--- config.mk ---
export PLATFORM = sky130hd
export DESIGN_NAME = mac_window_avg_flat
export DESIGN_NICKNAME = d
export VERILOG_FILES = /design/src/rtl/mac_pkg.sv /design/src/rtl/mac_window_avg_if.sv /design/src/rtl/mac_hist_buf.sv /design/src/rtl/mac_window_avg.sv /design/src/flat_wrapper.sv
export SDC_FILE = /design/constraint.sdc
export NUM_CORES = 1
export LEC_CHECK = 0
export CAP_MARGIN = 20
export CORE_ASPECT_RATIO = 1.25
export CORE_MARGIN = 2
export CORE_UTILIZATION = 40
export DETAILED_ROUTE_END_ITERATION = 7
export SETUP_SLACK_MARGIN = 0.15
export SLEW_MARGIN = 10
export SYNTH_ARGS = -nofsm -noshare
export SYNTH_HDL_FRONTEND = slang
export SYNTH_HIERARCHICAL = 1
export SYNTH_SLANG_ARGS = --single-unit
export TNS_END_PERCENT = 100
--- constraint.sdc ---
create_clock -name clk -period 5.65 [get_ports clk]
set_input_delay 1.13 -clock clk [delete_from_list [all_inputs] [get_ports clk]]
set_output_delay 1.13 -clock clk [all_outputs]
set_load 0.005 [all_outputs]
--- src/rtl/mac_pkg.sv ---
// Shared types and width helpers for the windowed multiply/average datapath.
package mac_pkg;

  typedef enum logic {MODE_BLOCK, MODE_SLIDE} mac_mode_e;

  function automatic int unsigned acc_w(int unsigned width, int unsigned log2_win);
    return 2 * width + log2_win;
  endfunction

endpackage

--- src/rtl/mac_window_avg_if.sv ---
// Sample-in / average-out valid-ready bus of mac_window_avg.
interface mac_window_avg_if #(
  parameter int unsigned WIDTH = 4
);
  logic                 in_valid;
  logic                 in_ready;
  logic [WIDTH-1:0]     d1;
  logic [WIDTH-1:0]     d2;
  logic                 mode;
  logic                 out_valid;
  logic                 out_ready;
  logic [2*WIDTH-1:0]   average;

  modport master (
    output in_valid, d1, d2, mode, out_ready,
    input  in_ready, out_valid, average
  );

  modport slave (
    input  in_valid, d1, d2, mode, out_ready,
    output in_ready, out_valid, average
  );
endinterface

--- src/rtl/mac_hist_buf.sv ---
// Ring buffer of the last WIN products for the sliding average; exposes the entry
// about to be overwritten (zero until the window has filled).
module mac_hist_buf #(
  parameter int unsigned DW       = 8,
  parameter int unsigned LOG2_WIN = 2
) (
  input  logic          clk,
  input  logic          reset,
  input  logic          clear,
  input  logic          push,
  input  logic [DW-1:0] wdata,
  output logic [DW-1:0] evict,
  output logic          full_after
);
  localparam int unsigned WIN    = 1 << LOG2_WIN;
  localparam int unsigned PTR_W  = (LOG2_WIN == 0) ? 1 : LOG2_WIN;
  localparam int unsigned FILL_W = LOG2_WIN + 1;

  logic [DW-1:0]     mem [WIN];
  logic [PTR_W-1:0]  wptr_q, base_ptr, next_ptr;
  logic [FILL_W-1:0] fill_q, base_fill, next_fill;

  // A clear coinciding with a push makes that push sample 1 of a fresh window.
  assign base_ptr   = clear ? '0 : wptr_q;
  assign base_fill  = clear ? '0 : fill_q;
  assign next_ptr   = (base_ptr == PTR_W'(WIN - 1)) ? '0 : base_ptr + PTR_W'(1);
  assign next_fill  = (base_fill == FILL_W'(WIN)) ? base_fill : base_fill + FILL_W'(1);
  assign full_after = (base_fill >= FILL_W'(WIN - 1));
  assign evict      = (!clear && fill_q == FILL_W'(WIN)) ? mem[wptr_q] : '0;

  always_ff @(posedge clk or posedge reset) begin
    if (reset) begin
      wptr_q <= '0;
      fill_q <= '0;
    end else if (push) begin
      wptr_q <= next_ptr;
      fill_q <= next_fill;
    end else if (clear) begin
      wptr_q <= '0;
      fill_q <= '0;
    end
  end

  always_ff @(posedge clk) begin
    if (push) mem[base_ptr] <= wdata;
  end
endmodule

--- src/rtl/mac_window_avg.sv ---
// Multiply two operands per sample and average products over a 2**LOG2_WIN window,
// block or sliding. Define MAC_ROUND_EN for round-half-up division instead of truncation.
module mac_window_avg
  import mac_pkg::*;
#(
  parameter int unsigned WIDTH    = 4,
  parameter int unsigned LOG2_WIN = 2
) (
  input logic              clk,
  input logic              reset,
  mac_window_avg_if.slave  bus
);
  localparam int unsigned WIN   = 1 << LOG2_WIN;
  localparam int unsigned PW    = 2 * WIDTH;
  localparam int unsigned ACC_W = acc_w(WIDTH, LOG2_WIN);
  localparam int unsigned CNT_W = (LOG2_WIN == 0) ? 1 : LOG2_WIN;
  localparam logic [CNT_W-1:0] CNT_LAST = CNT_W'(WIN - 1);
`ifdef MAC_ROUND_EN
  localparam logic [ACC_W-1:0] RND = (ACC_W'(1) << LOG2_WIN) >> 1;
`endif

  function automatic logic [PW-1:0] div(input logic [ACC_W-1:0] x);
    logic [ACC_W-1:0] t;
`ifdef MAC_ROUND_EN
    t = (x + RND) >> LOG2_WIN;
`else
    t = x >> LOG2_WIN;
`endif
    return t[PW-1:0];
  endfunction

  logic             en, step, restart, produce, full_after;
  logic [PW-1:0]    p_q, evict, average_q, average_d;
  logic             p_vld_q, out_valid_q, out_valid_d;
  mac_mode_e        p_mode_q, win_mode_q, win_mode_d;
  logic [ACC_W-1:0] acc_q, acc_d, sum, div_in;
  logic [CNT_W-1:0] cnt_q, cnt_d, cnt_base;

  assign en            = !out_valid_q || bus.out_ready;
  assign bus.in_ready  = en;
  assign bus.out_valid = out_valid_q;
  assign bus.average   = average_q;
  assign step          = en && p_vld_q;
  assign restart       = (p_mode_q != win_mode_q);

  mac_hist_buf #(
    .DW       (PW),
    .LOG2_WIN (LOG2_WIN)
  ) u_hist (
    .clk        (clk),
    .reset      (reset),
    .clear      (step && restart),
    .push       (step && p_mode_q == MODE_SLIDE),
    .wdata      (p_q),
    .evict      (evict),
    .full_after (full_after)
  );

  always_comb begin
    acc_d       = acc_q;
    cnt_d       = cnt_q;
    win_mode_d  = win_mode_q;
    average_d   = average_q;
    out_valid_d = out_valid_q && !bus.out_ready;
    produce     = 1'b0;
    cnt_base    = restart ? '0 : cnt_q;
    sum         = (restart ? '0 : acc_q) + ACC_W'(p_q);
    div_in      = sum;
    if (step) begin
      win_mode_d = p_mode_q;
      if (p_mode_q == MODE_BLOCK) begin
        if (cnt_base == CNT_LAST) begin
          produce = 1'b1;
          acc_d   = '0;
          cnt_d   = '0;
        end else begin
          acc_d = sum;
          cnt_d = cnt_base + CNT_W'(1);
        end
      end else begin
        acc_d   = sum - ACC_W'(evict);
        div_in  = acc_d;
        produce = full_after;
      end
      if (produce) begin
        out_valid_d = 1'b1;
        average_d   = div(div_in);
      end
    end
  end

  always_ff @(posedge clk or posedge reset) begin
    if (reset) begin
      p_q         <= '0;
      p_vld_q     <= 1'b0;
      p_mode_q    <= MODE_BLOCK;
      win_mode_q  <= MODE_BLOCK;
      acc_q       <= '0;
      cnt_q       <= '0;
      out_valid_q <= 1'b0;
      average_q   <= '0;
    end else begin
      if (en) begin
        p_vld_q <= bus.in_valid;
        if (bus.in_valid) begin
          p_q      <= PW'(bus.d1) * PW'(bus.d2);
          p_mode_q <= mac_mode_e'(bus.mode);
        end
      end
      win_mode_q  <= win_mode_d;
      acc_q       <= acc_d;
      cnt_q       <= cnt_d;
      out_valid_q <= out_valid_d;
      average_q   <= average_d;
    end
  end
endmodule

--- src/flat_wrapper.sv ---
// flat-port wrapper written by rule: the top's interface ports become plain ports
module mac_window_avg_flat import mac_pkg::*;
#(
  parameter int unsigned WIDTH    = 4,
  parameter int unsigned LOG2_WIN = 2
)
  (clk, reset, bus_in_valid, bus_d1, bus_d2, bus_mode, bus_out_ready, bus_in_ready, bus_out_valid, bus_average);
  mac_window_avg_if #(.WIDTH(WIDTH)) bus_i ();
  input logic clk;
  input logic reset;
  input wire logic [$bits(bus_i.in_valid)-1:0] bus_in_valid;
  input wire logic [$bits(bus_i.d1)-1:0] bus_d1;
  input wire logic [$bits(bus_i.d2)-1:0] bus_d2;
  input wire logic [$bits(bus_i.mode)-1:0] bus_mode;
  input wire logic [$bits(bus_i.out_ready)-1:0] bus_out_ready;
  output wire logic [$bits(bus_i.in_ready)-1:0] bus_in_ready;
  output wire logic [$bits(bus_i.out_valid)-1:0] bus_out_valid;
  output wire logic [$bits(bus_i.average)-1:0] bus_average;
  assign bus_i.in_valid = bus_in_valid;
  assign bus_i.d1 = bus_d1;
  assign bus_i.d2 = bus_d2;
  assign bus_i.mode = bus_mode;
  assign bus_i.out_ready = bus_out_ready;
  assign bus_in_ready = bus_i.in_ready;
  assign bus_out_valid = bus_i.out_valid;
  assign bus_average = bus_i.average;
  mac_window_avg #(.WIDTH(WIDTH), .LOG2_WIN(LOG2_WIN)) u_core (.clk(clk), .reset(reset), .bus(bus_i));
endmodule
==> results.ini <==
[clock_tree]
hold_buffers = 0
worstSkewPairLatency_ps = 330
postCtsSetupBuffers = 0
tritoncts = yes
cts-resized-gates = 0
htree_levels = 3
cts_made_buffers = 9
path_clk_slew_ps = 60
cts.sinks = 69
cts_buffer_depth = 2
root_buffer = clkbuf_16

[routing]
wirelength_um = 7915
first_pass_iters = 4
drc = 0
via_per_inst = 5.092
drt-initial-drc-count = 133
wl_per_cell_um = 14.50
postRouteAntennaNets = 0
vias = 2780

[die]
row_count = 41
die-area_um2 = 11390
io_pins = 23
die_y_um = 118.8
die_x_um = 95.85
coreArea_um2 = 10210
initial_utilization_pct = 41.32

[flow_run]
drv_cap = 0

[setup_path]
required_ps = 5900
reg2reg_setup_slack_ps = 1510
worstRegToRegCells = 15
setup.worst_path.end = u_core/bus.average[4]
crit_arrival_ps = 4990
timing.rr.start = u_core/p_mode_q
crit_type = in -> reg
cp_max_fo = 10
critPathLaunch = bus_out_ready
cp-start-kind = input port
regToRegEndpoint = u_core/bus.average[4]
critPathCaptureType = flip-flop

[timing]
finalCritPeriodShare_pct = 83.96
relSlewSlack_pct = 55.23
finalSetupViolCount = 0
finalHoldViolations = 0
rsz0062_at_grt = false
worst_pin_slew_ps = 668.2
finClkSkew_ps = 7.099
slew_viol_final = 0
finalSetupTns_ps = 0
period_minus_slack_ps = 4744
fmax_ghz = 0.2108
hold_ws_ps = 476.3

[cells_and_area]
nets = 467
area_delta_synth_final_pct = 15.40
layout-drive-gt1-share_pct = 10.07
diodes = 0

[logic_synthesis]
synth-edff-count = 32
synth-seq-cells = 69
synth_ff_type = dfrtp_1
ys.warnings.count = 6
syn_inst = 389
synth_nets = 444
ys_seq_area_share_pct = 44.73
synth_async_sr_flop_share_pct = 53.62
synth.distinct_cells = 52
synth.area.top_cells = edfxtp_1, dfrtp_1, ha_1
yosys.area.top_type = edfxtp_1
netlist_area_um2 = 4218
synth.top_cell.area_share_pct = 22.78
syn_avg_cell_area_um2 = 10.84

[status]
run_status = completed

[grt]
antenna_found_initial = 0
grt_start_max_net_pins = 33
grt_pass1_vias = 2816
grt_use_total_pct = 15.49
grt_pass1_wl_um = 13360
grt-ovfl-total = 0

[placed_design]
port_buffers = 22
gp_congestion = 0.8557
dp_hpwl_um = 6104

[pwr]
leakage_uw = 0.002050
power_density_nw_per_um2 = 633.6
ir_drop_uv = 208.7

[hold_path]
min_path_type = reg -> reg

## metrics by stage
step	total power, uW	area [um^2]	setup slack, ps	instances	utilization (%)
5_1_grt	3371	4867	618.9	546	47.68
3_5_place_dp	2480	4543	571.6	530	44.50
2_1_floorplan	2122	4218	1392	389	-
3_3_place_gp	2452	4543	643.4	530	44.50
4_1_cts	3101	4867	908.5	546	47.68
6_report	3084	4867	906.2	546	47.68
## cells in the mapped netlist (3+ instances only)
cell	instances
a221oi_1	3
clkbuf_1	6
ha_1	36
xnor2_1	10
a31oi_1	4
fa_1	6
nand2b_1	6
mux2_2	6
and2_1	29
nor2_1	21
edfxtp_1	32
dfrtp_1	37
mux4_2	8
nand3_1	4
o21ai_0	21
inv_1	28
nand2_1	43
mux2i_1	3
xor2_1	6
a21o_1	5
a21oi_1	19
buf_2	3
o21a_1	3
o21ai_1	3
buf_6	3
nor2b_1	8
a211oi_2	3
## flip-flops by register name, summed over array words and instances, names as in the netlist
| name | flops |
|---|---|
| u_core/u_hist/wptr_q | 2 |
| u_core/bus.average | 8 |
| u_core/win_mode_q | 1 |
| u_core/u_hist/fill_q | 3 |
| u_core/p_mode_q | 1 |
| u_core/bus.out_valid | 1 |
| u_core/cnt_q | 2 |
| u_core/u_hist/mem | 32 |
| u_core/p_q | 8 |
| u_core/p_vld_q | 1 |
| u_core/acc_q | 10 |
## how the worst min path moves through the flow
stage | end | start | cells past startpoint | slack, ps
3_3_place_gp | u_core/bus.average[0] | u_core/bus.average[0] | 2 | 460
3_5_place_dp | u_core/bus.average[6] | u_core/bus.average[6] | 2 | 470
5_1_grt | u_core/acc_q[0] | u_core/acc_q[0] | 1 | 510
2_1_floorplan | u_core/acc_q[3] | u_core/acc_q[3] | 2 | 440
4_1_cts | u_core/bus.average[6] | u_core/bus.average[6] | 2 | 480
6_report | u_core/bus.average[6] | u_core/bus.average[6] | 2 | 480
## layer usage
| metal | vias to the layer above | GRT usage, % | share of wire, % |
|---|---|---|---|
| li1 | 1415 | - | - |
| met2 | 41 | 26.53 | 51 |
| met5 | - | 0 | 0 |
| met1 | 1315 | 18.69 | 45 |
| met4 | 0 | 6.071 | 1.8 |
| met3 | 9 | 3.187 | 2.7 |
## cell type report
cell class,count,area [um^2]
Clock buffer,9,225.2
Clock inverter,7,98.84
Fill cell,936,5341
Inverter,29,108.9
Multi-Input combinational cell,279,2151
Sequential cell,69,1887
Tap cell,129,161.4
Timing Repair Buffer,24,235.2
## cell usage in the layout, fill, tap and decap left out, types with 4 or more instances in the layout
cell | Yosys | layout
nor2b_1 | 8 | 8
mux4_2 | 8 | 8
clkbuf_16 | 0 | 9
nand2_1 | 43 | 43
xnor2_1 | 10 | 10
nor2_1 | 21 | 21
mux2_2 | 6 | 6
and2_1 | 29 | 29
xor2_1 | 6 | 6
dfrtp_1 | 37 | 37
nand3_1 | 4 | 4
a21oi_1 | 19 | 19
fa_1 | 6 | 6
edfxtp_1 | 32 | 32
a21o_1 | 5 | 5
clkdlybuf4s50_1 | 0 | 22
nand2b_1 | 6 | 6
ha_1 | 36 | 36
o21ai_0 | 21 | 21
inv_1 | 28 | 28
a31oi_1 | 4 | 4
## cell families after synthesis
group / Yosys count / share of synthesized area [%]
AOI/OAI and AO/OA: 78 / 12.13
xor gates and xnor gates: 17 / 3.708
adders and majority gates: 42 / 13.53
buffers and inverters: 41 / 4.271
DFF: 69 / 44.73
muxes: 17 / 6.585
and+or+nand+nor: 125 / 15.04
## worst max-delay path, stage by stage
cell and delay [ps]:
clkdlybuf4s50_1 390, nand2b_1 210, nand2_1 340, nor2_1 160, nand2b_4 200, or3_1 480, nor2b_1 190, ha_1 180
inv_1 50, fa_1 390, a21o_1 200, a21o_1 200, a211oi_1 240, mux2_2 370, o31a_1 110, o21ai_0 140
## power by group
part / switching (uW) / total, uW / leakage [uW] / internal [uW]
Clock: 216 / 604 / 0.000156 / 388
Combinational: 907 / 1690 / 0.00114 / 783
Sequential: 101 / 790 / 0.000750 / 689
Total: 1220 / 3080 / 0.00205 / 1860
Note: power is estimated with default switching activity, not from simulation.
